<file path="config.mk">
export PLATFORM = sky130hd
export DESIGN_NAME = alu_seq_flat
export DESIGN_NICKNAME = d
export VERILOG_FILES = /design/src/rtl/alu_seq_if.sv /design/src/rtl/alu_seq.sv /design/src/flat_wrapper.sv
export SDC_FILE = /design/constraint.sdc
export NUM_CORES = 1
export LEC_CHECK = 0
export CAP_MARGIN = 20
export CORE_MARGIN = 8
export CORE_UTILIZATION = 40
export CTS_BUF_LIST = sky130_fd_sc_hd__clkbuf_4 sky130_fd_sc_hd__clkbuf_8 sky130_fd_sc_hd__clkbuf_16
export CTS_CLUSTER_SIZE = 28
export DETAILED_ROUTE_END_ITERATION = 8
export GPL_TIMING_DRIVEN = 0
export PLACE_DENSITY_LB_ADDON = 0.25
export SLEW_MARGIN = 20
export SYNTH_ARGS = -nofsm -noshare
export SYNTH_HDL_FRONTEND = slang
export SYNTH_SLANG_ARGS = --single-unit
</file>
<file path="constraint.sdc">
create_clock -name clk_i -period 3.1 [get_ports clk_i]
set_input_delay 0.31 -clock clk_i [delete_from_list [all_inputs] [get_ports clk_i]]
set_output_delay 0.31 -clock clk_i [all_outputs]
set_load 0.1 [all_outputs]
</file>
<file path="src/rtl/alu_seq_if.sv">
// Operation/result handshake bundle between decode and alu_seq.
interface alu_seq_if #(
  parameter int WIDTH = 8
);
  logic             in_valid_i;
  logic             in_ready_o;
  logic [3:0]       inst_i;
  logic [WIDTH-1:0] reg1_i;
  logic [WIDTH-1:0] reg2_i;
  logic             out_valid_o;
  logic             out_ready_i;
  logic [WIDTH-1:0] reg_o;
  logic [WIDTH-1:0] over_o;
  logic             over_flag;
  logic             branch_o;
  logic             err_o;

  modport master (
    output in_valid_i, inst_i, reg1_i, reg2_i, out_ready_i,
    input  in_ready_o, out_valid_o, reg_o, over_o, over_flag, branch_o, err_o
  );

  modport slave (
    input  in_valid_i, inst_i, reg1_i, reg2_i, out_ready_i,
    output in_ready_o, out_valid_o, reg_o, over_o, over_flag, branch_o, err_o
  );
endinterface

</file>
<file path="src/rtl/alu_seq.sv">
// Sequential WIDTH-bit ALU: 1-cycle ops, bit-serial shifts, shift-add MUL (built only with ALU_MUL_EN).
// Accepts only in IDLE; result is held in DONE until out_ready_i, so the consumer can stall indefinitely.
module alu_seq #(
  parameter int WIDTH = 8,
  parameter int SHW   = $clog2(WIDTH) + 1
) (
  input logic      clk_i,
  input logic      rst_n_i,
  alu_seq_if.slave bus
);
  localparam logic [1:0] S_IDLE = 2'd0;
  localparam logic [1:0] S_EXEC = 2'd1;
  localparam logic [1:0] S_DONE = 2'd2;

  localparam logic [3:0] OP_ADD = 4'b0000;
  localparam logic [3:0] OP_SUB = 4'b0001;
  localparam logic [3:0] OP_SFL = 4'b0010;
  localparam logic [3:0] OP_SFR = 4'b0011;
  localparam logic [3:0] OP_INC = 4'b0100;
  localparam logic [3:0] OP_DEC = 4'b0101;
  localparam logic [3:0] OP_BNE = 4'b0110;
  localparam logic [3:0] OP_BEQ = 4'b0111;
  localparam logic [3:0] OP_BLT = 4'b1000;
  localparam logic [3:0] OP_LHB = 4'b1001;
  localparam logic [3:0] OP_JMP = 4'b1010;
  localparam logic [3:0] OP_MUL = 4'b1011;

  localparam logic [SHW-1:0]   CNT_W    = SHW'(WIDTH);
  localparam logic [WIDTH-1:0] WIDTH_B  = WIDTH'(WIDTH);
  localparam logic [WIDTH-1:0] LHB_MASK = {{(WIDTH/2){1'b1}}, {(WIDTH/2){1'b0}}};

  logic [1:0]       state_q, state_d;
  logic [3:0]       op_q, op_d;
  logic [WIDTH-1:0] a_q, a_d, b_q, b_d;
  logic [SHW-1:0]   cnt_q, cnt_d;
  logic [WIDTH-1:0] res_q, res_d, ovr_q, ovr_d;
  logic             flag_q, flag_d, br_q, br_d, err_q, err_d;

  logic [WIDTH:0]   sum, diff;
  logic [WIDTH-1:0] shifted;

  assign sum     = {1'b0, a_q} + {1'b0, b_q};
  assign diff    = {1'b0, a_q} - {1'b0, b_q};
  assign shifted = (op_q == OP_SFL) ? {a_q[WIDTH-2:0], 1'b0} : {1'b0, a_q[WIDTH-1:1]};

`ifdef ALU_MUL_EN
  // Product accumulates as {hi_q, b_q}; the multiplier drains out of b_q's LSB.
  logic [WIDTH-1:0] hi_q, hi_d;
  logic [WIDTH:0]   mul_sum;
  logic [WIDTH-1:0] mul_hi, mul_lo;

  assign mul_sum = {1'b0, hi_q} + (b_q[0] ? {1'b0, a_q} : {(WIDTH+1){1'b0}});
  assign mul_hi  = mul_sum[WIDTH:1];
  assign mul_lo  = {mul_sum[0], b_q[WIDTH-1:1]};
`endif

  always_comb begin
    state_d = state_q;
    op_d    = op_q;
    a_d     = a_q;
    b_d     = b_q;
    cnt_d   = cnt_q;
    res_d   = res_q;
    ovr_d   = ovr_q;
    flag_d  = flag_q;
    br_d    = br_q;
    err_d   = err_q;
`ifdef ALU_MUL_EN
    hi_d    = hi_q;
`endif
    case (state_q)
      S_IDLE: begin
        if (bus.in_valid_i) begin
          state_d = S_EXEC;
          op_d    = bus.inst_i;
          a_d     = bus.reg1_i;
          b_d     = bus.reg2_i;
          cnt_d   = (bus.inst_i == OP_MUL || bus.reg2_i >= WIDTH_B) ? CNT_W : bus.reg2_i[SHW-1:0];
`ifdef ALU_MUL_EN
          hi_d    = '0;
`endif
        end
      end
      S_EXEC: begin
        state_d = S_DONE;
        case (op_q)
          OP_ADD: begin
            res_d  = sum[WIDTH-1:0];
            flag_d = sum[WIDTH];
            ovr_d  = {{(WIDTH-1){1'b0}}, sum[WIDTH]};
          end
          OP_SUB: begin
            res_d  = diff[WIDTH-1:0];
            flag_d = diff[WIDTH];
          end
          OP_INC: begin
            res_d  = a_q + 1'b1;
            flag_d = &a_q;
          end
          OP_DEC: begin
            res_d  = a_q - 1'b1;
            flag_d = ~|a_q;
          end
          OP_SFL, OP_SFR: begin
            // A zero count still spends one EXEC cycle and returns A untouched.
            if (cnt_q == '0) begin
              res_d = a_q;
            end else if (cnt_q == SHW'(1)) begin
              res_d = shifted;
            end else begin
              state_d = S_EXEC;
              a_d     = shifted;
              cnt_d   = cnt_q - 1'b1;
            end
          end
          OP_BNE: br_d  = (a_q != b_q);
          OP_BEQ: br_d  = (a_q == b_q);
          OP_BLT: br_d  = (a_q < b_q);
          OP_LHB: res_d = a_q & LHB_MASK;
          OP_JMP: br_d  = 1'b1;
`ifdef ALU_MUL_EN
          OP_MUL: begin
            if (cnt_q == SHW'(1)) begin
              res_d  = mul_lo;
              ovr_d  = mul_hi;
              flag_d = |mul_hi;
            end else begin
              state_d = S_EXEC;
              hi_d    = mul_hi;
              b_d     = mul_lo;
              cnt_d   = cnt_q - 1'b1;
            end
          end
`endif
          default: err_d = 1'b1;
        endcase
      end
      S_DONE: begin
        if (bus.out_ready_i) begin
          state_d = S_IDLE;
          res_d   = '0;
          ovr_d   = '0;
          flag_d  = 1'b0;
          br_d    = 1'b0;
          err_d   = 1'b0;
        end
      end
      default: state_d = S_IDLE;
    endcase
  end

  always_ff @(posedge clk_i) begin
    if (!rst_n_i) begin
      state_q <= S_IDLE;
      op_q    <= '0;
      a_q     <= '0;
      b_q     <= '0;
      cnt_q   <= '0;
      res_q   <= '0;
      ovr_q   <= '0;
      flag_q  <= 1'b0;
      br_q    <= 1'b0;
      err_q   <= 1'b0;
`ifdef ALU_MUL_EN
      hi_q    <= '0;
`endif
    end else begin
      state_q <= state_d;
      op_q    <= op_d;
      a_q     <= a_d;
      b_q     <= b_d;
      cnt_q   <= cnt_d;
      res_q   <= res_d;
      ovr_q   <= ovr_d;
      flag_q  <= flag_d;
      br_q    <= br_d;
      err_q   <= err_d;
`ifdef ALU_MUL_EN
      hi_q    <= hi_d;
`endif
    end
  end

  assign bus.in_ready_o  = (state_q == S_IDLE);
  assign bus.out_valid_o = (state_q == S_DONE);
  assign bus.reg_o       = res_q;
  assign bus.over_o      = ovr_q;
  assign bus.over_flag   = flag_q;
  assign bus.branch_o    = br_q;
  assign bus.err_o       = err_q;
endmodule

</file>
<file path="src/flat_wrapper.sv">
// flat-port wrapper written by rule: the top's interface ports become plain ports
module alu_seq_flat 
#(
  parameter int WIDTH = 8,
  parameter int SHW   = $clog2(WIDTH) + 1
)
  (clk_i, rst_n_i, bus_in_valid_i, bus_inst_i, bus_reg1_i, bus_reg2_i, bus_out_ready_i, bus_in_ready_o, bus_out_valid_o, bus_reg_o, bus_over_o, bus_over_flag, bus_branch_o, bus_err_o);
  alu_seq_if #(.WIDTH(WIDTH)) bus_i ();
  input logic clk_i;
  input logic rst_n_i;
  input wire logic [$bits(bus_i.in_valid_i)-1:0] bus_in_valid_i;
  input wire logic [$bits(bus_i.inst_i)-1:0] bus_inst_i;
  input wire logic [$bits(bus_i.reg1_i)-1:0] bus_reg1_i;
  input wire logic [$bits(bus_i.reg2_i)-1:0] bus_reg2_i;
  input wire logic [$bits(bus_i.out_ready_i)-1:0] bus_out_ready_i;
  output wire logic [$bits(bus_i.in_ready_o)-1:0] bus_in_ready_o;
  output wire logic [$bits(bus_i.out_valid_o)-1:0] bus_out_valid_o;
  output wire logic [$bits(bus_i.reg_o)-1:0] bus_reg_o;
  output wire logic [$bits(bus_i.over_o)-1:0] bus_over_o;
  output wire logic [$bits(bus_i.over_flag)-1:0] bus_over_flag;
  output wire logic [$bits(bus_i.branch_o)-1:0] bus_branch_o;
  output wire logic [$bits(bus_i.err_o)-1:0] bus_err_o;
  assign bus_i.in_valid_i = bus_in_valid_i;
  assign bus_i.inst_i = bus_inst_i;
  assign bus_i.reg1_i = bus_reg1_i;
  assign bus_i.reg2_i = bus_reg2_i;
  assign bus_i.out_ready_i = bus_out_ready_i;
  assign bus_in_ready_o = bus_i.in_ready_o;
  assign bus_out_valid_o = bus_i.out_valid_o;
  assign bus_reg_o = bus_i.reg_o;
  assign bus_over_o = bus_i.over_o;
  assign bus_over_flag = bus_i.over_flag;
  assign bus_branch_o = bus_i.branch_o;
  assign bus_err_o = bus_i.err_o;
  alu_seq #(.WIDTH(WIDTH), .SHW(SHW)) u_core (.clk_i(clk_i), .rst_n_i(rst_n_i), .bus(bus_i));
endmodule
</file>
==> impl_metrics.ini <==
[layout]
layout.cells.non_filler = 619
seq_area_um2 = 761
multi_input_area_um2 = 2430
diodes = 0
nets = 559
drive_gt1_share_pct = 7.63
syn2layout_area_growth_pct = 18.1
n_fill_cell = 873
final_area_um2 = 4090

[clock_tree]
cts_resized = 0
clkLatencyLatePin_ns = 0.30
cts.sinks = 38
cts_hold_buf = 0
cts_htree_levels = 2
post-cts-setup-buffer-count = 0
cts_buffers = 5
path_clk_slew_ns = 0.09
cts_root_buf = clkbuf_8
clockBufferDepth = 2
cts_tree = yes

[routing]
vias = 3522
wirelength_um = 10900
wl_per_cell_um = 17.6
drc = 0
dr.pass1.iters = 5
vias_per_cell = 5.69
drt_iter0_drc = 191
ant_nets = 0

[yosys]
syn_area_per_cell_um2 = 7.53
synth.distinct_cells = 76
seq_area_frac_synth_pct = 22.0
synthArstFlopShare_pct = 0
syn_area_um2 = 3460
ys.flop_type = dfxtp_1
synth_edf_count = 0
yosysMostFrequentCell = nand2_1
synthTopCellsByArea = dfxtp_1 (22%), ha_1 (8.3%), nand2_1 (5.9%)
syn_inst = 460
synth_commonest_cells = nand2_1 (54), dfxtp_1 (38), o21ai_0 (28)
ys_warn_count = 0
synth_top_area_share_pct = 22.0
synth_area_leader_cell = dfxtp_1
ys_seq_elements = 38

[floorplan]
coreArea_um2 = 8550
start_util_pct = 40.5
die_width_um = 109
fp.dieH_um = 109
die_area_um2 = 11900
row_count = 34
pin_count = 45

[timing]
fin_setup_tns_ns = 0
finalMaxSlewViolations = 0
setup_viol = 0
rsz0062_at_grt = no
worstMarginPinSlew_ns = 0.984
fin_crit_ns = 2.83
skew_ns = 0.0106
max_freq_mhz = 353
setup_ws_ns = 0.268
slew_headroom_pct = 34.2
final-hold-violation-count = 0
fin_crit_sh_pct = 91.4

[global_routing]
track_usage_pct = 18.7
grt_overflow = 0
grt_pass1_vias = 3329
antenna_found_initial = 0
grt_max_degree = 14
grt_pass1_wl_um = 17500

[critical_path]
crit_path_end_kind = flop
critPathKind = flop to flop
crit_path_start_kind = flop
cp.required_ns = 3.28
cp-endpoint = u_core.bus.over_flag
regToRegStartpoint = u_core.b_q[0]
cp-startpoint = u_core.b_q[0]
r2r_end = u_core.bus.over_flag
r2r_slack_ns = 0.27
r2r_cells = 8
arrival_ns = 3.01
crit_fanout = 3

[power_and_ir_drop]
power_density_nw_per_um2 = 724
power_frac_clock_pct = 13.5
p_sw_share_pct = 52.7
leakagePower_uw = 0.00153
power_switching_uw = 1560
p_comb_share_pct = 63.5
ir_drop_mv = 0.345
p_int_uw = 1400
power_frac_seq_pct = 23.0

[placed_design]
io_buffers = 37
dp_hpwl_um = 8480
routabilityCongestion = 0.913
dp.cells = 611
placed_area_um2 = 3990
place_ws_ns = 0.297

[run]
maxCapViolations = 0

[run_status]
outcome = finished clean

[min_path]
hold_class = flop to flop
how the worst min path moves through the flow:
stage	cells past startpoint	start	to	slack, ns
4_1_cts	2	u_core.bus.reg_o[5]	u_core.bus.reg_o[5]	0.46
2_1_floorplan	2	bus_reg2_i[6]	u_core.b_q[6]	0.45
3_5_place_dp	2	u_core.bus.reg_o[5]	u_core.bus.reg_o[5]	0.45
6_report	2	u_core.bus.reg_o[5]	u_core.bus.reg_o[5]	0.45
5_1_grt	2	u_core.bus.reg_o[5]	u_core.bus.reg_o[5]	0.49
3_3_place_gp	2	u_core.bus.reg_o[4]	u_core.bus.reg_o[4]	0.44
sequential cells by signal (all words and copies together) (netlist names):
register              flops
u_core.cnt_q              4
u_core.bus.over_flag      1
u_core.bus.err_o          1
u_core.b_q                8
u_core.bus.reg_o          8
u_core.bus.branch_o       1
u_core.op_q               4
u_core.state_q            2
u_core.a_q                8
u_core.bus.over_o         1
power by group through the flow:
| stage | sequential [uW] | combinational (uW) | clock [uW] |
|---|---|---|---|
| floorplan | 869 | 1200 | 0 |
| global placement | 691 | 1840 | 0 |
| detailed placement | 695 | 1850 | 0 |
| CTS | 684 | 1850 | 404 |
| global route | 701 | 2030 | 425 |
| finish | 682 | 1880 | 400 |
layout by cell type, fill, tap and decap left out, types with 11 or more instances in the layout:
cell type        instances
a21oi_1                 25
nor3_1                  11
clkbuf_1                23
ha_1                    23
nor2b_1                 15
o21ai_0                 28
dfxtp_1                 38
xnor2_1                 11
a21boi_0                13
nand2_1                 54
clkdlybuf4s50_1         37
inv_1                   19
nand3_1                 12
nor2_1                  26
metal layers:
| layer | vias to the layer above | global-route usage (%) | part of all wire (%) |
|---|---|---|---|
| met5 | - | 0 | 0 |
| li1 | 1748 | - | - |
| met3 | 25 | 3.49 | 5.8 |
| met4 | 0 | 8.99 | 4.1 |
| met2 | 134 | 28.6 | 44 |
| met1 | 1615 | 24.9 | 46 |
cells by family after synthesis:
| kind of cell | count (synthesis) | share of synthesized area [%] |
|---|---|---|
| compound gates | 141 | 28.6 |
| other cells | 1 | 0.108 |
| mux | 8 | 2.31 |
| buf+inv | 65 | 8.53 |
| simple gates | 167 | 25.3 |
| fa+ha+maj | 25 | 9.47 |
| flops | 38 | 22.0 |
| xor+xnor | 15 | 3.79 |
critical path: stages, from the launching register on:
cell and delay, ns:
dfxtp_1 0.37, ha_1 0.25, fa_1 0.40, nor2b_1 0.15
o31ai_1 0.38, o311ai_1 0.21, a221oi_1 0.65, a21oi_1 0.15
a2bb2oi_1 0.15
stage by stage:
stage / util, % / power (uW) / hold slack, ns
2_1_floorplan: - / 2070 / 0.455
3_3_place_gp: 46.7 / 2530 / 0.439
3_5_place_dp: 46.7 / 2540 / 0.453
4_1_cts: 47.8 / 2940 / 0.464
5_1_grt: 47.8 / 3160 / 0.492
6_report: 47.8 / 2960 / 0.455
cell type report:
class / instances / area share [%]
Sequential cell: 38 / 18.6
Multi-Input combinational cell: 363 / 59.4
Buffer: 45 / 5.39
Clock inverter: 2 / 0.398
Tap cell: 108 / 3.30
Timing Repair Buffer: 37 / 9.06
Inverter: 20 / 1.84
Clock buffer: 6 / 2.02
Power figures use the tool's default switching activity.
